==> src/rtl/disp_scan_dec.sv <==
// Binary-to-BCD converter (iterative shift-add-3) driving a multiplexed 7-segment display.
// state | meaning:  IDLE | waiting for load, display holds last result;  CONV | one bit per cycle, N cycles
module disp_scan_dec #(
  parameter int VAL_W    = 12,
  parameter int DIGITS   = 3,
  parameter int FRAC     = 1,
  parameter int SCAN_DIV = 4,
  parameter int BLANK    = 1
) (
  input  logic                    clk,
  input  logic                    rst,
  input  logic [VAL_W-1:0]        value,
  input  logic                    load,
  output logic                    busy,
  output logic                    ready,
  output logic                    overflow,
  output logic [7:0]              seg,
  output logic [DIGITS+FRAC-1:0]  an
);

  localparam int N     = VAL_W - FRAC;
  // Enough BCD digits to hold any N-bit integer, so overflow is detected exactly.
  localparam int BCD_D = ((N + 2) / 3 > DIGITS) ? (N + 2) / 3 : DIGITS;
  localparam int BCD_W = 4 * BCD_D;
  localparam int NDISP = DIGITS + FRAC;
  localparam int CW    = (N > 1) ? $clog2(N) : 1;
  localparam int IW    = (NDISP > 1) ? $clog2(NDISP) : 1;
  localparam int DW    = (SCAN_DIV > 1) ? $clog2(SCAN_DIV) : 1;

  typedef enum logic {IDLE, CONV} state_t;

  state_t              state, state_n;
  logic [N-1:0]        sh;
  logic [BCD_W-1:0]    bcd, adj, bcd_step;
  logic [CW-1:0]       cnt;
  logic                frac_cap;
  logic                step_ovf;
  logic                load_disp;

  logic [4*DIGITS-1:0] disp, disp_n;
  logic                disp_frac, disp_frac_n;
  logic                ovf_n;

  logic [DW-1:0]       div;
  logic                div_tc;
  logic [IW-1:0]       idx, idx_n;
  logic [7:0]          seg_n;

  function automatic logic [6:0] seg7(input logic [3:0] d);
    case (d)
      4'd0:    seg7 = 7'h3F;
      4'd1:    seg7 = 7'h06;
      4'd2:    seg7 = 7'h5B;
      4'd3:    seg7 = 7'h4F;
      4'd4:    seg7 = 7'h66;
      4'd5:    seg7 = 7'h6D;
      4'd6:    seg7 = 7'h7D;
      4'd7:    seg7 = 7'h07;
      4'd8:    seg7 = 7'h7F;
      4'd9:    seg7 = 7'h6F;
      default: seg7 = 7'h00;
    endcase
  endfunction

  always_comb begin
    adj = bcd;
    for (int i = 0; i < BCD_D; i++) begin
      if (bcd[4*i +: 4] >= 4'd5) adj[4*i +: 4] = bcd[4*i +: 4] + 4'd3;
    end
    bcd_step = {adj[BCD_W-2:0], sh[N-1]};
    // A carry out of the top digit cannot occur with this sizing; it is folded in as a guard.
    step_ovf = adj[BCD_W-1];
    for (int i = DIGITS; i < BCD_D; i++) begin
      if (bcd_step[4*i +: 4] != 4'd0) step_ovf = 1'b1;
    end
  end

  always_comb begin
    state_n   = state;
    load_disp = 1'b0;
    case (state)
      IDLE: if (load) state_n = CONV;
      CONV: begin
        if (cnt == '0) begin
          state_n   = IDLE;
          load_disp = 1'b1;
        end
      end
      default: state_n = IDLE;
    endcase
  end

  assign busy = (state == CONV);

  always_ff @(posedge clk or posedge rst) begin
    if (rst) begin
      state    <= IDLE;
      sh       <= '0;
      bcd      <= '0;
      cnt      <= '0;
      frac_cap <= 1'b0;
      ready    <= 1'b0;
    end else begin
      state <= state_n;
      ready <= load_disp;
      if (state == IDLE && load) begin
        sh       <= value[VAL_W-1:FRAC];
        frac_cap <= (FRAC != 0) && value[0];
        bcd      <= '0;
        cnt      <= CW'(N - 1);
      end else if (state == CONV) begin
        sh  <= sh << 1;
        bcd <= bcd_step;
        cnt <= cnt - 1'b1;
      end
    end
  end

  // Next-display values feed the segment register so seg never lags a display update.
  assign disp_n      = load_disp ? bcd_step[4*DIGITS-1:0] : disp;
  assign disp_frac_n = load_disp ? frac_cap : disp_frac;
  assign ovf_n       = load_disp ? step_ovf : overflow;

  always_ff @(posedge clk or posedge rst) begin
    if (rst) begin
      disp      <= '0;
      disp_frac <= 1'b0;
      overflow  <= 1'b0;
    end else begin
      disp      <= disp_n;
      disp_frac <= disp_frac_n;
      overflow  <= ovf_n;
    end
  end

  assign div_tc = (div == DW'(SCAN_DIV - 1));

  always_comb begin
    idx_n = idx;
    if (div_tc) idx_n = (idx == IW'(NDISP - 1)) ? '0 : idx + 1'b1;
  end

  always_comb begin
    int  j;
    logic nz;
    seg_n = 8'h00;
    j     = int'(idx_n) - FRAC;
    nz    = 1'b0;
    for (int k = 0; k < DIGITS; k++) begin
      if (k >= j && disp_n[4*k +: 4] != 4'd0) nz = 1'b1;
    end
    if (ovf_n) begin
      seg_n = 8'h40;
    end else if (FRAC != 0 && idx_n == '0) begin
      seg_n = {1'b0, seg7(disp_frac_n ? 4'd5 : 4'd0)};
    end else begin
      if (!(BLANK != 0 && j > 0 && !nz)) seg_n[6:0] = seg7(disp_n[4*j +: 4]);
      seg_n[7] = (FRAC != 0) && (j == 0);
    end
  end

  always_ff @(posedge clk or posedge rst) begin
    if (rst) begin
      div <= '0;
      idx <= '0;
      seg <= 8'h3F;
      an  <= ~NDISP'(1);
    end else begin
      div <= div_tc ? '0 : div + 1'b1;
      idx <= idx_n;
      seg <= seg_n;
      an  <= ~(NDISP'(1) << idx_n);
    end
  end

endmodule
==> config.mk <==
export PLATFORM = sky130hd
export DESIGN_NAME = disp_scan_dec
export DESIGN_NICKNAME = d
export VERILOG_FILES = /design/src/rtl/disp_scan_dec.sv
export SDC_FILE = /design/constraint.sdc
export NUM_CORES = 1
export LEC_CHECK = 0
export CELL_PAD_IN_SITES_DETAIL_PLACEMENT = 1
export CELL_PAD_IN_SITES_GLOBAL_PLACEMENT = 2
export CORE_ASPECT_RATIO = 1.4
export CORE_MARGIN = 3
export CORE_UTILIZATION = 34
export CTS_BUF_LIST = sky130_fd_sc_hd__clkbuf_4
export DETAILED_ROUTE_END_ITERATION = 8
export PLACE_DENSITY_LB_ADDON = 0.1
export SETUP_SLACK_MARGIN = 0.3
export SLEW_MARGIN = 40
export SYNTH_ARGS = -nofsm -noshare
export SYNTH_HDL_FRONTEND = slang
export SYNTH_SLANG_ARGS = --single-unit
==> constraint.sdc <==
create_clock -name clk -period 4.4 [get_ports clk]
set_input_delay 0.88 -clock clk [delete_from_list [all_inputs] [get_ports clk]]
set_output_delay 0.88 -clock clk [all_outputs]
set_load 0.01 [all_outputs]
* After elaboration in Yosys (flattened, before gate mapping) *
Memories as Yosys holds them, arrays and structs flattened.
Index checks and enable logic that the tools add are counted.

storage, ports and cells
  logic and storage cells = 80
  register bits after elaboration = 64
  output and inout bits = 15
  bits of input ports = 15
  ROM bits = 224
  memories kept = 2

memory list
  name              depth  bits a word  read ports  clocked after Yosys merged registers in  wr ports  line  source
  (name not given)  16     7            1           0                                        0         50    case (d)
  (name not given)  16     7            1           0                                        0         50

operators by class
  mux-type cells = 29
  bitwise gates (word level) = 2
  order comparisons = 8
  equality and inequality tests = 2
  reductions and logical operators = 14
  shift-type cells = 2
  add/sub/neg operators = 8

operator list
  kind                 number
  $logic_not 32->1     1
  $mux 16              2
  $mux 4               6
  $mux 11              2
  $add 4x2->4 const B  4
  $ge 4x3->1 const B   4
  $mux 8               2
  $reduce_bool 4->1    4
  $mux 12              1
  $shiftx 12x5->4      1
  $mux 1               10
  $mux 7               1
  $mux 2               3
  $logic_and 1x1->1    5
  $add 2x1->2 const B  2
  $eq 2x2->1 const B   2
  $logic_not 4->1      1
  $not 4->4            1
  $shl 1x2->4 const A  1
  $sub 4x1->4 const B  1
  $ge 1x3->1 const A   1
  $ge 2x3->1 const A   1
  $ge 3x3->1 const A   1
  $gt 3x1->1 const B   1
  7 further kinds      7

* Logic depth before layout (Yosys ltp) *
Gate-level depths: netlist of the first run.

  word-level depth = 14
  gate-level depth with buffers = 15

* Worst setup path after synthesis of the first run *
OpenSTA, ideal clock, no wires.

  path kind = flip-flop to flip-flop
  start = register div[0]
  end = register seg[0]
  library setup time = 0.073 ns
  buffers on the path = 1
  required time = 4.327 ns
  path slack = 1.520 ns
  arrival time = 2.807 ns
  cell stages (with the launch flop) = 15
  cell sequence = dfrtp_1 -> ha_1 -> nor3b_1 -> or2_2 -> clkbuf_2 -> ha_1 -> nor2_1 -> a32oi_1 -> nor2_1 -> inv_1 -> ha_1 -> nor2b_1 -> o2111ai_1 -> o211ai_1 -> a21oi_1

on the way
  word-level cells in the longest chain between the ends = 13
  elaborated cells between the ends (all ways) = 21
  those cells by class = 1 x add/sub; 4 x order compare; 1 x eq/ne; 1 x shift; 7 x mux; 6 x reduce/logical; 1 x memory

ends and longest elaborated chain
  what                                                                  line  source
  start: declaration                                                    44    logic [DW-1:0] div;
  start signal: assignment                                              169   div <= div_tc ? '0 : div + 1'b1;
  $eq 2x2->1 *                                                          136   assign div_tc = (div == DW'(SCAN_DIV - 1));
  $mux 2 *                                                              140   if (div_tc) idx_n = (idx == IW'(NDISP - 1)) ? '0 : idx + 1'b1;
  named net idx_n[0]                                                    46    logic [IW-1:0] idx, idx_n;
  parallel branches: the longest is 9 deep, another holds $mem_v2 16x7  -
  $mux 8 *                                                              154   end else if (FRAC != 0 && idx_n == '0) begin
  $mux 8 *                                                              152   if (ovf_n) begin
  named net seg_n[0]                                                    47    logic [7:0] seg_n;
  end signal: assignment                                                171   seg <= seg_n;
  end: declaration                                                      17    output logic [7:0] seg,

Mark *: on every way through the listed nets, which the timed path passes.
A chain may end at the register's enable or synchronous reset.

* Final worst setup path of the first run *
  start = register cnt[0]
  end = register seg[3]

on the way
  elaborated cells between the ends (all ways) = 24
  those cells by class = 1 x shift; 12 x mux; 9 x reduce/logical; 2 x memory

RTL lines
  what                                                                  line  source
  start: declaration                                                    35    logic [CW-1:0] cnt;
  start signal: assignment                                              110   cnt <= CW'(N - 1);
  start signal: assignment                                              114   cnt <= cnt - 1'b1;
  $logic_not 4->1 *                                                     84    if (cnt == '0) begin
  $mux 1 *                                                              84
  $mux 1 *                                                              81    case (state)
  $mux 12 *                                                             120   assign disp_n = load_disp ? bcd_step[4*DIGITS-1:0] : disp;
  named net disp_n[4]                                                   40    logic [4*DIGITS-1:0] disp, disp_n;
  parallel branches: the longest is 6 deep, another holds $mem_v2 16x7  -
  $mux 7 *                                                              157   if (!(BLANK != 0 && j > 0 && !nz)) seg_n[6:0] = seg7(disp_n[4*j +: 4]);
  $mux 8 *                                                              154
  $mux 8 *                                                              152
  named net seg_n[3]                                                    47

Marked as above.

==> results of run 1 <==
-- cells by family after synthesis --
group	Yosys count	share of synthesized area (%)
AND/OR/NAND/NOR	118	15.81
multiplexers	16	4.659
adder cells (fa/ha/maj)	22	7.885
AO/OA/AOI/OAI	102	20.07
buffers and inverters	45	5.125
XOR/XNOR	1	0.2509
flip-flops	64	46.20
-- sequential cells by signal, summed over array words and instances, names as in the netlist --
register,cells
ready,1
idx,2
busy,1
cnt,4
disp_frac,1
sh,11
div,2
disp,12
bcd,16
seg,8
overflow,1
frac_cap,1
an,4
-- metrics by stage --
step	hold slack (ns)	util (%)	instance area, sq um	cells	power, mW
detailed placement	0.4329	39.13	3895	517	2.190
floorplan	0.4031	-	3491	368	1.829
global route	0.4695	40.47	4028	534	2.786
global placement	0.4141	39.13	3895	517	2.154
finish	0.4434	40.47	4028	534	2.551
CTS	0.4505	40.44	4025	533	2.599
-- routing by layer --
layer / global-route usage, % / vias to the layer above
met5: 0 / -
met4: 8.615 / 0
met3: 2.449 / 13
met2: 27.64 / 32
met1: 16.38 / 1372
li1: - / 1357
-- power by group through the flow --
stage | clock network [mW] | logic (mW) | registers [mW]
6_report | 0.399 | 1.14 | 1.01
5_1_grt | 0.439 | 1.30 | 1.05
4_1_cts | 0.416 | 1.17 | 1.01
3_5_place_dp | 0 | 1.16 | 1.03
3_3_place_gp | 0 | 1.13 | 1.02
2_1_floorplan | 0 | 0.856 | 0.974
-- cell type report --
class / instances / area (sq um) / share of cell area (%)
multi-input cells: 259 / 1699 / 42.19
flip-flops and latches: 64 / 1613 / 40.04
repair buffers: 32 / 312.8 / 7.766
well taps: 135 / 168.9 / 4.194
inverters: 27 / 101.3 / 2.516
clock buffers: 9 / 67.56 / 1.678
clock inverters: 7 / 62.56 / 1.553
diodes: 1 / 2.502 / 0.06213
-- worst paths after layout --
check	start	endpoint	slack (ns)	cells after the start
min reg2reg	div[0]	div[0]	0.44	1
max reg2reg	cnt[0]	seg[3]	1.02	13
max	cnt[0]	seg[3]	1.02	13
min in group asynchronous	rst	ready	0.73	2
max in group asynchronous	rst	disp[11]	2.70	3
min	div[0]	div[0]	0.44	1
-- worst max-delay path: cells and delay by family (launching register included) --
family	cells	cell delay, ns
adders and majority gates	2	0.45
muxes	1	0.32
and+or+nand+nor	2	0.45
buffers and inverters	3	0.67
DFF	1	0.41
AOI/OAI and AO/OA	5	1.03
-- layout by cell type (no fill, tap or decap), drive strengths merged, types with 5 or more instances in the layout --
cell type,n
dfstp,9
o21ai,33
inv,27
o31ai,10
nand2,56
nor2,21
clkdlybuf4s50,29
a211oi,10
mux2i,14
ha,22
clkbuf,9
nand3,9
a21oi,14
nor3,9
dfrtp,55
nor2b,5
==> impl_results.md, run 1 <==
- CTS root buffer: sky130_fd_sc_hd__clkbuf_4
- Arrival time worst endpoint: 3.75 ns
- Sum of met3 wire segment lengths after detailed routing: 184 um
- Mapped cell area: 0.003491 sq mm
- Worst rel slew slack: 44.07%
- Largest cells by area after synthesis: sky130_fd_sc_hd__dfrtp_1, sky130_fd_sc_hd__ha_1, sky130_fd_sc_hd__dfstp_2
- Wire length of the first global-routing pass: 13,750 um
- Min setup slack post-route: 1.017 ns
- Remaining global-route overflow: 0
- Number of buffers created by CTS: 9
- Worst slack at placement: 1.006 ns
- Switching part of the total: 41.50%
- Post-synthesis async set-or-reset flop share: 100.0%
- Predominant post-synthesis flop cell: sky130_fd_sc_hd__dfrtp_1
- Cell-by-cell trace of the critical path: inv_1, ha_1, nand4bb_4, inv_1, a31oi_1, mux2_2, a32oi_1, inv_1, ha_1, nor2b_1, o2111ai_1, o211ai_1, a21oi_1
- Critical path fanouts, max: 23
- Share of the clock period used by the worst path: 76.88%
- Number of antenna violations at the first check in global routing: 1
- Warning count from the yosys run: 0
- Net count after synthesis: 405
- Skew final: 0.01546 ns
- Number of gates resized after cts: 0
- Flip-flop and latch count after synthesis: 64
- Category of the worst setup path capture point: register
- Clk pwr share: 15.7%
- Drt first-iter violations: 86
- Estimated wirelength of the detail-placed design: 6065 um
- Pwr dens: 633.3 mW/mm^2
- Static leakage: 1.775 nW
- Post-synthesis sequential area ratio: 46.20%
- Vias in the first global route: 2,841
- Starting utilization of the core area: 35.07%
- Number of filler instances in the final layout: 1,152
- Residual DRC: 0
- Final Routed Wirelength: 8264 um
- Slowest cell on the critical path: sky130_fd_sc_hd__inv_1
- Area enclosed by the die boundary: 0.01154 sq mm
- Detail-routed via count per cell: 5.195
- Count of antenna-violating nets left after detailed routing: 0
- Startpoint type of the worst setup path: register
- Max Fclk: 295.6 MHz
- Result of the run: finished clean
- Worst hold path type: register to register
- RSZ-0062 raised after global routing: no
- Synth top area share: 39.43%
- Horizontal die dimension: 91.64 um
- Library cell with the highest instance count after synthesis: sky130_fd_sc_hd__nand2_1
- Worst IR drop on VDD: 0.0002030 V
- Crit path largest cell delay: 0.48 ns
- Setup Fix Bufs, Post-CTS: 0
- Top layer used by detailed routing: met4
- Chip height: 125.9 um
- Clock H-tree levels: 3
- Syn-to-layout area delta: 15.38%
- Type of the worst setup path: register to register
- Max-slew violation count: 0
- Max capacitance violation total: 0
- Port-buffer cells: 29
- Sequential Power Share: 39.7%
- Distinct cells, synth: 51
- Worst Max-Slew Pin Slew: 0.8302 ns
- Total number of vias: 2,774
- Hold_buf cts: 0
- Cell seen most often among critical-path stages: sky130_fd_sc_hd__inv_1
- Wire length on met2: 4358 um
- Cell taking the most area after synthesis: sky130_fd_sc_hd__dfrtp_1
- Number of enable-type register cells in the synthesized netlist: 0
- Drt wl/cell: 15.48 um
- Number of hold violations in the final report: 0
- Last weighted congestion value of the routability-driven placer: 0.7411
- Worst-path clk slew: 0.12 ns
- CTS tree: done
- Power dissipated by switching net loads: 1.059 mW
- Max Root-Sink Buffers: 2
- Final setup violation count: 0
- Count of clock tree sinks: 64
- Area of the core region: 0.009953 sq mm
- Maximum number of pins on one net before global-route repair: 46
- Internal power contribution: 1.492 mW
- Total iterations of the first detailed-routing run: 4
- Crit path time final: 3.383 ns
- Average cell area after synthesis: 9.486 sq um
- Most numerous cell types in the synthesized netlist: sky130_fd_sc_hd__nand2_1, sky130_fd_sc_hd__dfrtp_1, sky130_fd_sc_hd__o21ai_0
- IO Count: 30
- Total Routing Usage GR: 15.17%
- Setup TNS: 0 ns
- Fraction of final layout cells with drive strength greater than 1: 9.799%
- Fraction of power consumed by combinational cells: 44.7%
- NumNets Final: 430
- Worst skew pair latency: 0.44 ns
- Worst endpoint required time: 4.77 ns
- Detailed-routing wirelength on met1: 3503 um
- Number of cells produced by synthesis: 368
- Total number of placement rows: 43
No activity file was read; power rests on OpenSTA's default activity.
==> inputs of run 2 (changes only) <==
Clock period 4.4 ns to 3.1 ns, I/O delays scaled along.
==> impl_results.md, run 2 (synthesis results as in run 1) <==
- Result of the run: finished clean
- Length in cells of the worst reg-to-reg path: 14 (+1)
- CTS tree: done
- Hold worst-path end: div[0]
- Worst IR drop on VDD: 0.0003536 V (+74%)
- Most used cells in the layout excluding fill and tap cells: sky130_fd_sc_hd__nand2_1, sky130_fd_sc_hd__dfrtp_1, sky130_fd_sc_hd__buf_4
- Chip height: 125.9 um (unchanged)
- R2R Path End: seg[3]
- Max Root-Sink Buffers: 2 (unchanged)
- Wire length of the first global-routing pass: 14,580 um (+6.0%)
- Count of antenna-violating nets left after detailed routing: 0 (unchanged)
- Share of the clock period used by the worst path: 86.25% (+9.4 points)
- Total Routing Usage GR: 15.77% (+0.59 points)
- CTS root buffer: sky130_fd_sc_hd__clkbuf_4
- Remaining global-route overflow: 0 (unchanged)
- Estimated wirelength of the detail-placed design: 6308 um (+4.0%)
- Drt first-iter violations: 67 (-22%)
- Number of antenna violations at the first check in global routing: 0 (-1)
- Drt wl/cell: 15.75 um (+1.8%)
- Arrival time worst endpoint: 3.03 ns (-0.72 ns)
- Worst-path clk slew: 0.10 ns (-0.02 ns)
- Syn-to-layout area delta: 26.52%
- Maximum number of pins on one net before global-route repair: 46 (unchanged)
- Area enclosed by the die boundary: 0.01154 sq mm (unchanged)
- NumNets Final: 464 (+7.9%)
- Worst hold path type: register to register
- Reg2Reg Setup Slack: 0.43 ns (-0.59 ns)
- Final setup violation count: 0 (unchanged)
- Total number of placement rows: 43 (unchanged)
- Final Routed Wirelength: 8930 um (+8.1%)
- Hold Path Cell Cnt: 1 (unchanged)
- Startpoint type of the worst setup path: register
- Static leakage: 1.948 nW (+9.8%)
- Number of buffers created by CTS: 9 (unchanged)
- Horizontal die dimension: 91.64 um (unchanged)
- N_diodes: 0 (-1)
- Vias in the first global route: 3,115 (+9.6%)
- Max Fclk: 374.0 MHz (+27%)
- Skew final: 0.01519 ns (-0.0002678 ns)
- Max capacitance violation total: 0 (unchanged)
- Slowest cell on the critical path: sky130_fd_sc_hd__dfrtp_1
- Starting utilization of the core area: 35.07% (unchanged)
- Fraction of final layout cells with drive strength greater than 1: 22.92% (+13 points)
- Most common library cell in the layout ignoring fill and taps: sky130_fd_sc_hd__nand2_1
- Worst Max-Slew Pin Slew: 0.6251 ns (-0.2051 ns)
- Worst endpoint required time: 3.45 ns (-1.32 ns)
- Critical path fanouts, max: 8 (-65%)
- Startpoint of the worst register-to-register path: cnt[0]
- Reg with most FFs: bcd
- Category of the worst setup path capture point: register
- Number of hold violations in the final report: 0 (unchanged)
- Cell-by-cell trace of the critical path: inv_1, ha_2, nand4bb_4, inv_1, buf_4, a31oi_2, mux2_2, a32oi_2, inv_1, ha_1, nor2b_1, o2111ai_1, o211ai_1, a21oi_1
- IO Count: 30 (unchanged)
- Cell seen most often among critical-path stages: sky130_fd_sc_hd__inv_1
- Crit path largest cell delay: 0.42 ns (-0.06 ns)
- Port-buffer cells: 29 (unchanged)
- Clock H-tree levels: 3 (unchanged)
- Pwr dens: 861.9 mW/mm^2 (+36%)
- Registers with the most flip-flops: bcd x16, disp x12, sh x11
- Count of clock tree sinks: 64 (unchanged)
- Max-slew violation count: 0 (unchanged)
- RSZ-0062 raised after global routing: no
- Area of the core region: 0.009953 sq mm (unchanged)
- Total iterations of the first detailed-routing run: 4 (unchanged)
- Max FFs per register: 16 (unchanged)
- Total number of vias: 2,934 (+5.8%)
- Detail-routed via count per cell: 5.175 (-0.39%)
- Hold_buf cts: 0 (unchanged)
- Final Util: 44.37% (+3.9 points)
- Worst skew pair latency: 0.42 ns (-0.02 ns)
- Crit path time final: 2.674 ns (-0.7092 ns)
- Worst rel slew slack: 58.17% (+14 points)
- Last weighted congestion value of the routability-driven placer: 0.7882 (+6.4%)
- Hold wc startpoint: div[0]
- Setup TNS: 0 ns (unchanged)
- Residual DRC: 0 (unchanged)
- Type of the worst setup path: register to register
-- run 2: cell types whose count changed in the layout (fill, tap and decap cells not counted), sizes merged --
cell	previous run	this run
buf	3	36
clkinv	4	6
bufinv	1	0
clkbuf	9	10
clkinvlp	2	1
diode	1	0
inv	27	26
nand4bb	1	2
-- run 2: per-layer routing --
metal	GRT usage (%)	wire, um	vias up
met5	0	0	-
met3	2.389	215	15
li1	-	-	1424
met4	8.970	259	0
met1	17.35	3761	1458
met2	28.45	4694	37
-- run 2: through the flow --
step / instance area [sq um] / power [mW] / setup WS [ns] / cells / hold WS [ns]
finish: 4417 / 3.807 / 0.4264 / 567 / 0.4372
global route: 4417 / 4.155 / 0.2800 / 567 / 0.4647
CTS: 4233 / 3.717 / 0.3037 / 556 / 0.4380
detailed placement: 4030 / 3.183 / 0.1003 / 532 / 0.4242
global placement: 4030 / 3.125 / 0.2210 / 532 / 0.4131
floorplan: 3501 / 2.599 / 0.2882 / 368 / 0.4031
-- run 2: worst max-delay path by stage --
stage	endpoint	start	depth (start not counted)
6_report	seg[3]	cnt[0]	14
5_1_grt	seg[6]	cnt[0]	12
2_1_floorplan	seg[0]	div[0]	14
3_5_place_dp	seg[3]	div[0]	13
4_1_cts	seg[3]	div[0]	13
3_3_place_gp	seg[0]	div[0]	13
-- run 2: report_power, final --
part	internal (mW)	total (mW)	switching, mW	leakage [nW]
sequential	1.19	1.45	0.264	0.786
combinational	0.883	1.89	1.00	1.10
clock	0.162	0.470	0.308	0.0624
total	2.23	3.81	1.58	1.95
-- run 2: cell type report --
| class | instances | area, sq um |
|---|---|---|
| timing repair buffer | 65 | 573.1 |
| tap | 135 | 168.9 |
| fill | 1163 | 5537 |
| clock buffer | 10 | 75.07 |
| sequential | 64 | 1615 |
| clock inverter | 6 | 26.28 |
| inverter | 27 | 105.1 |
| multi-input combinational | 260 | 1853 |
-- run 2: critical path, delay by kind of cell (launching register included) --
family	cells	cell delay, ns
adders and majority gates	2	0.44
DFF	1	0.42
AOI/OAI and AO/OA	5	0.72
muxes	1	0.29
and+or+nand+nor	2	0.31
buffers and inverters	4	0.44
-- run 2: timing repair --
item	in CTS	in global routing
endpoints found under the setup margin	7	7
hold endpoints to repair	0	0
gates resized for setup	13	20
pin swaps	3	7
buffers inserted	8	10
cloned	0	1
